## src/rtl/project_mux_ctrl.sv

```systemverilog
// Wishbone-controlled pad multiplexer: routes one of NUM_PROJ projects to the
// pad ring, with a safe-switch hold that parks all pads while swapping.
module project_mux_ctrl #(
  parameter int unsigned NUM_PROJ      = 8,
  parameter int unsigned IO_W          = 38,
  parameter logic [31:0] BASE_ADDR     = 32'h3000_0000,
  parameter int unsigned SWITCH_CYCLES = 4
) (
  input  logic                     clk,
  input  logic                     reset,
  input  logic                     wbs_cyc_i,
  input  logic                     wbs_stb_i,
  input  logic                     wbs_we_i,
  input  logic [3:0]               wbs_sel_i,
  input  logic [31:0]              wbs_adr_i,
  input  logic [31:0]              wbs_dat_i,
  output logic                     wbs_ack_o,
  output logic [31:0]              wbs_dat_o,
  input  logic [IO_W-1:0]          io_in,
  output logic [IO_W-1:0]          io_out,
  output logic [IO_W-1:0]          io_oeb,
  output logic [NUM_PROJ*IO_W-1:0] proj_io_in,
  input  logic [NUM_PROJ*IO_W-1:0] proj_io_out,
  output logic [NUM_PROJ-1:0]      proj_reset,
  output logic [3:0]               active_o,
  output logic                     busy_o
);

  localparam int unsigned HI_W = IO_W - 32;
  localparam logic [7:0]  LAST = 8'(SWITCH_CYCLES - 1);

  localparam logic [0:0] S_IDLE = 1'b0;
  localparam logic [0:0] S_HOLD = 1'b1;

  logic [0:0]      state;
  logic [7:0]      count;
  logic [3:0]      active;
  logic [3:0]      target;
  logic [3:0]      pend_target;
  logic            pend;
  logic            err;
  logic            ack;
  logic [31:0]     dat;
  logic [31:0]     oeb_lo [NUM_PROJ];
  logic [HI_W-1:0] oeb_hi [NUM_PROJ];

  logic [31:0]     off;
  logic [3:0]      bank;
  logic            in_win;
  logic            hit_active;
  logic            hit_status;
  logic            hit_oeb;
  logic            access;
  logic            wr;
  logic            act_ok;
  logic            act_bad;
  logic            live;
  logic [31:0]     rdata;
  logic [IO_W-1:0] act_oeb;
  logic [IO_W-1:0] act_out;

  // Address decode: subtraction wraps addresses below BASE_ADDR out of the window.
  always_comb begin
    off        = wbs_adr_i - BASE_ADDR;
    in_win     = off < 32'h200;
    bank       = off[6:3];
    hit_active = in_win && (off[8:0] == 9'h000);
    hit_status = in_win && (off[8:0] == 9'h004);
    hit_oeb    = in_win && (off[8:7] == 2'b10) && (off[1:0] == 2'b00) &&
                 ({28'd0, bank} < NUM_PROJ);
    access     = wbs_cyc_i && wbs_stb_i && (hit_active || hit_status || hit_oeb) && !ack;
    wr         = access && wbs_we_i && (wbs_sel_i == 4'hF);
    act_ok     = wr && hit_active && (wbs_dat_i < NUM_PROJ);
    act_bad    = wr && hit_active && !(wbs_dat_i < NUM_PROJ);
  end

  always_comb begin
    rdata = '0;
    if (hit_active) begin
      rdata = {28'd0, active};
    end else if (hit_status) begin
      rdata = {29'd0, err, pend, state == S_HOLD};
    end else begin
      for (int unsigned p = 0; p < NUM_PROJ; p++) begin
        if (hit_oeb && bank == p[3:0]) begin
          rdata = off[2] ? 32'(oeb_hi[p]) : oeb_lo[p];
        end
      end
    end
  end

  always_comb begin
    act_oeb = '1;
    act_out = '0;
    for (int unsigned p = 0; p < NUM_PROJ; p++) begin
      if (active == p[3:0]) begin
        act_oeb = {oeb_hi[p], oeb_lo[p]};
        act_out = proj_io_out[p*IO_W +: IO_W];
      end
    end
  end

  // Pads are only connected while idle and out of reset; otherwise parked.
  always_comb begin
    live       = (state == S_IDLE) && !reset;
    io_oeb     = live ? act_oeb : '1;
    io_out     = live ? act_out : '0;
    proj_io_in = '0;
    proj_reset = '1;
    for (int unsigned p = 0; p < NUM_PROJ; p++) begin
      if (live && active == p[3:0]) begin
        proj_io_in[p*IO_W +: IO_W] = io_in;
        proj_reset[p]              = 1'b0;
      end
    end
  end

  always_ff @(posedge clk) begin
    if (reset) begin
      state       <= S_IDLE;
      count       <= '0;
      active      <= '0;
      target      <= '0;
      pend        <= 1'b0;
      pend_target <= '0;
      err         <= 1'b0;
      ack         <= 1'b0;
      dat         <= '0;
      for (int unsigned p = 0; p < NUM_PROJ; p++) begin
        oeb_lo[p] <= '1;
        oeb_hi[p] <= '1;
      end
    end else begin
      ack <= access;
      dat <= (access && !wbs_we_i) ? rdata : '0;

      if (access && !wbs_we_i && hit_status) err <= 1'b0;
      if (act_bad) err <= 1'b1;

      for (int unsigned p = 0; p < NUM_PROJ; p++) begin
        if (wr && hit_oeb && bank == p[3:0]) begin
          if (off[2]) oeb_hi[p] <= wbs_dat_i[HI_W-1:0];
          else        oeb_lo[p] <= wbs_dat_i;
        end
      end

      case (state)
        S_IDLE: begin
          if (act_ok) begin
            target <= wbs_dat_i[3:0];
            count  <= '0;
            state  <= S_HOLD;
          end
        end
        S_HOLD: begin
          if (count == LAST) begin
            active <= target;
            // A request landing on the exit cycle is treated like a pending one.
            if (pend || act_ok) begin
              target <= act_ok ? wbs_dat_i[3:0] : pend_target;
              pend   <= 1'b0;
              count  <= '0;
            end else begin
              state <= S_IDLE;
            end
          end else begin
            count <= count + 8'd1;
            if (act_ok) begin
              pend        <= 1'b1;
              pend_target <= wbs_dat_i[3:0];
            end
          end
        end
        default: state <= S_IDLE;
      endcase
    end
  end

  assign wbs_ack_o = ack;
  assign wbs_dat_o = dat;
  assign active_o  = active;
  assign busy_o    = (state == S_HOLD);

endmodule

```

## config.mk

```make
export PLATFORM = sky130hd
export DESIGN_NAME = project_mux_ctrl
export DESIGN_NICKNAME = d
export VERILOG_FILES = /design/src/rtl/project_mux_ctrl.sv
export SDC_FILE = /design/constraint.sdc
export NUM_CORES = 1
export LEC_CHECK = 0
export CORE_AREA = 2 2 329 331
export CTS_CLUSTER_DIAMETER = 50
export DETAILED_ROUTE_END_ITERATION = 7
export DIE_AREA = 0 0 331 333
export PLACE_DENSITY = 0.4
export SYNTH_ARGS = -nofsm -noshare
export SYNTH_HDL_FRONTEND = slang
export SYNTH_SLANG_ARGS = --single-unit
```

## constraint.sdc

```tcl
create_clock -name clk -period 8.1 [get_ports clk]
set_input_delay 2.025 -clock clk [delete_from_list [all_inputs] [get_ports clk]]
set_output_delay 2.025 -clock clk [all_outputs]
set_load 0.01 [all_outputs]
```

==> flow_metrics.tcl <==
set metrics [dict create \
    ios 841 \
    core.rowCount 120 \
    crit_end "io_oeb[5]" \
    gp_congestion 0.9291 \
    grt_pass1_vias 21460 \
    ys_warn_count 0 \
    coreArea_um2 106600 \
    cts_tree "built" \
    synth-async-reset-ratio_pct 0 \
    hold_buffers 0 \
    syn_area_per_cell_um2 9.742 \
    cts_made_buffers 45 \
    grt.total_usage_pct 26.41 \
    die_area_um2 110200 \
    cp.arrival_ns 4.50 \
    drv_cap 0 \
    fmax_mhz 153.2 \
    grt_pass1_wl_mm 199.2 \
    slowest_stage "nor2_4" \
    yosys.area_share.simple_pct 19.82 \
    routed_wl_mm 153.4 \
    final_cell_mix "clkdlybuf4s50_1, edfxtp_1, nand2_1, mux2i_1, a21oi_1" \
    cts_resized 0 \
    ff2ff_setup_slack_ns 5.13 \
    clkLatencyLatePin_ns 0.58 \
    syn_area_um2 21000 \
    initial_utilization_pct 19.70 \
    place_ws_ns 1.512 \
    syn_nets 2572 \
    synth_edf_count 304 \
    synthAdderAreaFrac_pct 0.05957 \
    drc 13 \
    ys_ff_latch 360 \
    wire_per_inst_um 35.11 \
    synth_cell_types 64 \
    initialDrtViolationCount 2990 \
    setup_viol 0 \
    failed_checks "design-rule violations" \
    path_cells "buf_4 -> or3b_2 -> nor2_4 -> buf_4 -> a21oi_1 -> o21ai_0 -> clkdlybuf4s50_1" \
    layout_commonest_cell "clkdlybuf4s50_1" \
    antenna_found_initial 74 \
    crit_path_frequent_cell "buf_4" \
    dp_hpwl_mm 114.5 \
    rsz0062_at_grt "no" \
    hp-class "reg2reg" \
    final_nets 3320 \
    finalCritPeriodShare_pct 80.56 \
    regToRegStartpoint "wbs_ack_o$_SDFF_PP0_" \
    path_max_fanout 49 \
    synth_top_family_by_area "simple AND/OR/NAND/NOR gates" \
    slew_viol_final 0 \
    crit_required_ns 6.08 \
    setup.worst_path.start "active_o[2]$_SDFFE_PP0P_" \
    synth-compound-area-share_pct 17.48 \
    vdd_drop_max_mv 0.1248 \
    routed.top_layer "met5" \
    r2r_cells 7 \
    clock_sinks 360 \
    htreeDepth 2 \
    ys_seq_area_share_pct 48.80 \
    outcome "complete, but fails checks" \
    firstDrtPassIters 8 \
    globalRoute.totalOverflow 0 \
    drtAntennaViolNets 0 \
    max-clock-path-buffers 3 \
    clk_pin_slew_ns 0.05 \
    fin_setup_tns_ns 0 \
    grt_max_degree 154 \
    die_w_um 331 \
    cp-start-kind "flip-flop" \
    synth_xor_area_share_pct 0.04170 \
    detailroute.via_count 22830 \
    finalCriticalPeriod_ns 6.526 \
    vias_per_cell 5.224 \
    synthFlopType "edfxtp_1" \
    worst_slew_margin_rel_pct 25.32 \
    die_h_um 333 \
    tightest_slew_ns 1.116 \
    layout-drive-gt1-share_pct 7.174 \
    syn2layout_area_growth_pct 54.73 \
    numPortBuffers 840 \
    syn_inst 2156 \
    r2r-end "oeb_lo[0][67]$_SDFFCE_PN1P_" \
    synthMuxAreaShare_pct 9.090 \
    postCtsSetupRepairBufs 0 \
    finalHoldViolCount 0 \
    nFillCells 11040 \
    leakage_nw 11.18 \
    pwr_density_cell_nw_per_um2 150.8 \
    wl_met2_mm 70.60 \
    skew_ns 0.01608 \
    setup_ws_ns 1.574 \
    clock-root-buffer "clkbuf_16" \
    crit_type "reg2out" \
    hold_depth 2 \
    wl_met1_mm 57.68 \
    cp_slowest_stage_delay_ns 0.76 \
    met3WireLength_mm 20.53 \
    p_total_mw 4.900 \
    critical_path.endpoint_type "output pin" \
]
## registers in the layout, indices dropped and copies added (netlist names)
register,flops
oeb_lo,256
oeb_hi,48
wbs_dat_o,32
count,8
active_o,4
pend_target,4
target,4
busy_o,1
err,1
pend,1
wbs_ack_o,1
## cell type report
type                    instances  area (um^2)  area share (%)
multi-input cells            1551         9867           30.36
repair buffers                904         8926           27.47
clock inverters                22        180.2          0.5544
flip-flops and latches        360        10250           31.55
inverters                      42        157.7          0.4851
diodes                         26        65.06          0.2002
clock buffers                  62         1294           3.981
well taps                    1403         1755           5.402
## kinds of logic (layout without fill, tap and decap cells)
logic type | Yosys count | after routing
mux | 184 | 184
simple gates | 807 | 807
buf+inv | 245 | 1030
fa+ha+maj | 1 | 1
compound gates | 558 | 558
xor+xnor | 1 | 1
other cells | 0 | 26
flops | 360 | 360
## synth_stat cells, types with 6 or more instances
cell type,instances,area [um^2]
a21oi_1,160,800.8
dfxtp_1,56,1121
a22o_1,28,245.2
o211ai_1,29,217.7
nor4_1,19,118.9
inv_1,40,150.1
o21ai_0,75,375.4
o41ai_1,6,52.55
a221o_1,8,80.08
nor2b_1,7,43.79
clkbuf_1,157,589.3
nand2_1,285,1070
and2_1,154,963.4
mux2_2,14,157.7
or2_2,14,87.58
buf_2,28,140.1
and3_1,158,988.5
o22ai_1,129,807.0
nand3_1,18,90.09
buf_1,11,41.29
a222oi_1,63,630.6
nor2_1,97,364.1
o31ai_1,30,225.2
edfxtp_1,304,9129
a221oi_1,6,52.55
or3_1,6,37.54
mux2i_1,166,1662
nor3_1,7,35.03
## routing by layer
layer	vias to the layer above	track usage, %
met4	62	7.044
li1	9647	-
met3	272	9.686
met5	-	0
met2	1504	42.98
met1	11340	32.68
## power breakdown
group	switching [mW]	internal, mW
clock network	0.863	1.16
registers	0.0546	2.10
logic	0.390	0.330
## worst min path at each step
stage	from	endpoint	slack (ns)
6_report	target[1]$_SDFFE_PP0P_	target[1]$_SDFFE_PP0P_	0.46
5_1_grt	target[1]$_SDFFE_PP0P_	target[1]$_SDFFE_PP0P_	0.49
4_1_cts	target[1]$_SDFFE_PP0P_	target[1]$_SDFFE_PP0P_	0.46
3_5_place_dp	target[1]$_SDFFE_PP0P_	target[1]$_SDFFE_PP0P_	0.45
3_3_place_gp	target[0]$_SDFFE_PP0P_	target[0]$_SDFFE_PP0P_	0.45
2_1_floorplan	target[0]$_SDFFE_PP0P_	target[0]$_SDFFE_PP0P_	0.42
## worst max-delay path: cells and delay by family, from the launching register on
kind / cells / cell delay [ns]
AOI/OAI and AO/OA: 2 / 0.44
DFF: 1 / 0.49
and+or+nand+nor: 2 / 1.27
buffers and inverters: 3 / 1.69
## stage by stage
step           instances  hold WS (ns)  utilization, %  instance area (um^2)
2_1_floorplan       2156        0.4247               -                 21000
5_1_grt             4354        0.4859           30.45                 32460
3_5_place_dp        4260        0.4466           29.04                 30960
4_1_cts             4344        0.4618           30.42                 32430
3_3_place_gp        4260        0.4464           29.04                 30960
6_report            4370        0.4569           30.49                 32500
(Power assumes the default switching activity.)
